**src/rtl/fetch_unit.sv**
```systemverilog
// fetch_unit: instruction-fetch stage of the LEGv8 pipeline.
// Holds the PC, addresses the instruction ROM and fills the IF/ID register.
// Redirect priority: exc_i > eret_i > branch_i > stall_i > sequential PC+4.
// Optional feature macro: FETCH_FAULT_EN. When it is defined, misaligned or
// out-of-ROM PCs raise a fetch fault and park the FSM in HALT. When it is
// undefined, no fault is ever raised and the PC aliases into the ROM.
//
// state | meaning
// RUN   | normal fetch, one instruction per non-stalled edge
// HALT  | fetch fault taken; PC frozen, bubbles until exc_i or eret_i
module fetch_unit #(
    parameter int          N           = 64,
    parameter logic [N-1:0] VECTOR_ADDR = 64'hD4,
    parameter int          AW          = 7
) (
    input  logic          clk,
    input  logic          reset,
    input  logic          stall_i,
    input  logic          branch_i,
    input  logic [N-1:0]  branch_target_i,
    input  logic          exc_i,
    input  logic          eret_i,
    input  logic [N-1:0]  elr_i,
    output logic [AW-1:0] imem_addr_o,
    input  logic [31:0]   imem_q_i,
    output logic [N-1:0]  ifid_pc_o,
    output logic [31:0]   ifid_instr_o,
    output logic          ifid_valid_o,
    output logic          ifid_fault_o
);

    typedef enum logic {RUN = 1'b0, HALT = 1'b1} state_t;

    state_t        state, state_nxt;
    logic [N-1:0]  pc, pc_nxt;
    logic [N-1:0]  ifid_pc_nxt;
    logic [31:0]   ifid_instr_nxt;
    logic          ifid_valid_nxt;
    logic          ifid_fault_nxt;
    logic          fault_det;
    logic          branch_eff;

`ifdef FETCH_FAULT_EN
    assign fault_det = (pc[1:0] != 2'b00) || (pc[N-1:AW+2] != '0);
`else
    assign fault_det = 1'b0;
`endif

    // Branches are only honoured while fetching; a halted fetch ignores them.
    assign branch_eff  = branch_i && (state == RUN);
    assign imem_addr_o = pc[AW+1:2];

    // State register.
    always_ff @(posedge clk or negedge reset) begin
        if (!reset) state <= RUN;
        else        state <= state_nxt;
    end

    // Next-state: exceptions/returns always resume fetch; a fault on a
    // sequential edge parks the FSM. An exception in the same cycle wins.
    always_comb begin
        state_nxt = state;
        if (exc_i || eret_i) begin
            state_nxt = RUN;
        end else if (state == RUN && !branch_i && !stall_i && fault_det) begin
            state_nxt = HALT;
        end
    end

    // Output/datapath next values: PC and IF/ID contents for the coming edge.
    always_comb begin
        pc_nxt         = pc;
        ifid_pc_nxt    = ifid_pc_o;
        ifid_instr_nxt = ifid_instr_o;
        ifid_valid_nxt = ifid_valid_o;
        ifid_fault_nxt = ifid_fault_o;
        if (exc_i || eret_i || branch_eff) begin
            if (exc_i)       pc_nxt = VECTOR_ADDR;
            else if (eret_i) pc_nxt = elr_i;
            else             pc_nxt = branch_target_i;
            ifid_pc_nxt    = '0;
            ifid_instr_nxt = 32'h0;
            ifid_valid_nxt = 1'b0;
            ifid_fault_nxt = 1'b0;
        end else if (stall_i) begin
            pc_nxt = pc;
        end else if (state == HALT) begin
            ifid_pc_nxt    = '0;
            ifid_instr_nxt = 32'h0;
            ifid_valid_nxt = 1'b0;
            ifid_fault_nxt = 1'b0;
        end else if (fault_det) begin
            ifid_pc_nxt    = pc;
            ifid_instr_nxt = 32'h0;
            ifid_valid_nxt = 1'b0;
            ifid_fault_nxt = 1'b1;
        end else begin
            pc_nxt         = pc + N'(4);
            ifid_pc_nxt    = pc;
            ifid_instr_nxt = imem_q_i;
            ifid_valid_nxt = 1'b1;
            ifid_fault_nxt = 1'b0;
        end
    end

    // PC and IF/ID pipeline register.
    always_ff @(posedge clk or negedge reset) begin
        if (!reset) begin
            pc           <= '0;
            ifid_pc_o    <= '0;
            ifid_instr_o <= 32'h0;
            ifid_valid_o <= 1'b0;
            ifid_fault_o <= 1'b0;
        end else begin
            pc           <= pc_nxt;
            ifid_pc_o    <= ifid_pc_nxt;
            ifid_instr_o <= ifid_instr_nxt;
            ifid_valid_o <= ifid_valid_nxt;
            ifid_fault_o <= ifid_fault_nxt;
        end
    end

endmodule

```
**config.mk**
```make
export PLATFORM = sky130hd
export DESIGN_NAME = fetch_unit
export DESIGN_NICKNAME = d
export VERILOG_FILES = /design/src/rtl/fetch_unit.sv
export SDC_FILE = /design/constraint.sdc
export NUM_CORES = 1
export LEC_CHECK = 0
export CORE_UTILIZATION = 48
export DETAILED_ROUTE_END_ITERATION = 7
export PLACE_DENSITY = 0.87
export SLEW_MARGIN = 0
export SYNTH_ARGS = -nofsm -noshare
export SYNTH_HDL_FRONTEND = slang
export SYNTH_SLANG_ARGS = --single-unit
```
**constraint.sdc**
```tcl
create_clock -name clk -period 2.4 [get_ports clk]
set_input_delay 0.48 -clock clk [delete_from_list [all_inputs] [get_ports clk]]
set_output_delay 0.48 -clock clk [all_outputs]
set_load 0.02 [all_outputs]
```
==> reports/metrics.yaml <==
clk_path_buf_depth: 2
r2r_end: "pc[49]$_DFFE_PN0N_"
overflow: 0
end_kind: "register"
grt_max_degree: 58
groute.usage.overall_pct: 31.73
wl_per_cell_um: 20.07
io_pins: 271
post-route-util_pct: 70.23
dp_hpwl_um: 22180
synth_edf_count: 0
htreeDepth: 4
nNetsFinal: 1442
cap_violations: 0
drive_above_1_share_pct: 11.26
async_reset_ff_share_pct: 100.0
setup_ws_ps: 25.09
fmax_ghz: 0.4211
drt_iter0_drc: 1201
io_buffer_count: 269
final-setup-viol-count: 0
grt_pass1_vias: 9172
via_count: 9348
antenna_found_initial: 0
insertion_delay_ps: 440
start_util_pct: 48.97
startpoint_type: "register"
synth_nets: 1161
postRouteWirelength_um: 30550
cp.arrival_ps: 2680
grt_pass1_wl_um: 48640
vias_per_cell: 6.142
worst-r2r-cell-count: 7
nFillCells: 1321
fin_tns_setup_ps: 0
syn_inst: 994
path_class: "reg -> reg"
cts_tree: "built"
p_leak_nw: 5.691
reg2reg_slack_ps: 30
cts-root-buf: "clkbuf_16"
cp.required_ps: 2710
clk_pin_slew_ps: 70
power_mw: 6.868
clock-sinks: 161
ys_seq_area_share_pct: 44.13
chipWidth_um: 139.9
gp_congestion: 0.9646
syn_avg_cell_area_sq_um: 9.184
finalCriticalPeriod_ps: 2375
critPathMaxFanout: 9
holdWs_ps: 6.399
rr_startpoint: "pc[11]$_DFFE_PN0N_"
ys_ff_latch: 161
netlist_area_sq_mm: 0.009129
area_growth_pct: 43.42
synthFlopType: "dfrtp_1"
ir_worst_vdd_v: 0.0006198
grt_setup_unrepaired: "no"
core_sq_mm: 0.01864
slew_violations: 0
worstMarginPinSlew_ps: 594.3
hold_path_class: "in -> async"
synthDistinctLibCells: 69
hold_violations: 0
cts_buffers: 17
yosys_warnings: 0
antenna_cells: 0
design.die.area_sq_mm: 0.01957
finalCritPeriodShare_pct: 98.95
rows: 50
max-slew-margin-rel_pct: 60.27
pre_cts_slack_ps: 22.27
cts_setup_buffers: 0
clock_skew_ps: 13.42
status: "completed"
die_y_um: 139.9
antenna_left: 0
power.density_mw_per_mm2: 524.6
dr.pass1.iters: 7
route.detailed.drc: 0
## power breakdown
part	switching (mW)	internal [mW]
Clock	1.16	1.72
Sequential	0.0876	2.79
Combinational	0.536	0.572
## through the flow
| stage | instances | instance area (sq um) |
|---|---|---|
| floorplan | 994 | 9129 |
| global placement | 1490 | 12450 |
| detailed placement | 1490 | 12450 |
| CTS | 1522 | 13070 |
| global route | 1522 | 13090 |
| finish | 1522 | 13090 |
## placed cells by master, fill, tap and decap left out, types with 5 or more instances in the layout
master / count
a211oi_1: 8
a21oi_1: 56
a2bb2oi_1: 7
a31oi_1: 23
a41oi_1: 7
and3_1: 9
and4_1: 8
buf_12: 10
buf_4: 58
clkbuf_16: 17
clkdlybuf4s50_1: 266
dfrtp_1: 161
inv_1: 13
mux2_2: 14
mux2i_1: 123
nand2_1: 63
nand3_1: 25
nand4_1: 21
nor2_1: 196
nor2b_1: 9
nor3_1: 23
nor4_1: 11
o21a_1: 10
o21ai_0: 21
o22a_1: 12
o22ai_1: 11
o31a_1: 5
or3_1: 5
## synthesized netlist by cell type, types with 10 or more instances
cell / n / share of area [%]
o21a_1: 10 / 0.82
inv_1: 13 / 0.53
mux2_2: 14 / 1.7
o22ai_1: 11 / 0.75
a31oi_1: 23 / 1.6
clkbuf_1: 43 / 1.8
o21ai_0: 21 / 1.2
buf_1: 15 / 0.62
o22a_1: 12 / 1.2
nand3_1: 26 / 1.4
nand4_1: 21 / 1.4
nor2_1: 197 / 8.1
dfrtp_1: 161 / 44
a21oi_1: 56 / 3.1
nor4_1: 12 / 0.82
nor3_1: 24 / 1.3
nand2_1: 63 / 2.6
mux2i_1: 123 / 13
## what timing repair did
action	in CTS	in global routing
endpoints found under the setup margin	0	8
hold buffers	0	0
resized for setup	0	4
## critical path, stage by stage, from the launching register on
cell     delay, ps
dfrtp_1        530
nand3_1        230
buf_4          200
nor3_2         290
buf_4          230
nand4_1        300
nor4_1         360
nor3_1         100
## registers in the layout (all words and copies together), names as in the netlist
| name | count |
|---|---|
| ifid_pc_o | 64 |
| pc | 64 |
| ifid_instr_o | 32 |
| ifid_valid_o | 1 |
## worst max path at each step
stage / startpoint / end / cells past startpoint
after floorplan: eret_i / pc[10]$_DFFE_PN0N_ / 7
after global placement: branch_i / pc[39]$_DFFE_PN0N_ / 6
after detailed placement: branch_i / pc[39]$_DFFE_PN0N_ / 6
after CTS: pc[2]$_DFFE_PN0N_ / pc[38]$_DFFE_PN0N_ / 6
after global routing: pc[2]$_DFFE_PN0N_ / pc[52]$_DFFE_PN0N_ / 7
final: pc[11]$_DFFE_PN0N_ / pc[49]$_DFFE_PN0N_ / 7
## routing by layer
| metal | global-route usage (%) | vias to the layer above | part of all wire [%] |
|---|---|---|---|
| li1 | - | 4177 | - |
| met4 | 14.29 | 0 | 4.2 |
| met1 | 39.62 | 4409 | 38 |
| met3 | 7.385 | 129 | 9.5 |
| met5 | 0 | - | 0 |
| met2 | 52.47 | 633 | 49 |
## cell type report
cell class | instances | area, sq um | area share, %
clock inverter | 12 | 156.4 | 1.195
sequential | 161 | 4029 | 30.77
tap | 234 | 292.8 | 2.236
clock buffer | 20 | 466.7 | 3.565
inverter | 13 | 48.80 | 0.3727
multi-input combinational | 746 | 4778 | 36.50
timing repair buffer | 336 | 3321 | 25.36
## kinds of logic after synthesis
| logic type | after synthesis | synth area share, % |
|---|---|---|
| fa+ha+maj | 1 | 0.1370 |
| mux | 137 | 15.21 |
| other cells | 1 | 0.04108 |
| simple gates | 413 | 22.11 |
| flops | 161 | 44.13 |
| compound gates | 194 | 14.35 |
| buf+inv | 87 | 4.016 |
(Power assumes the default switching activity.)
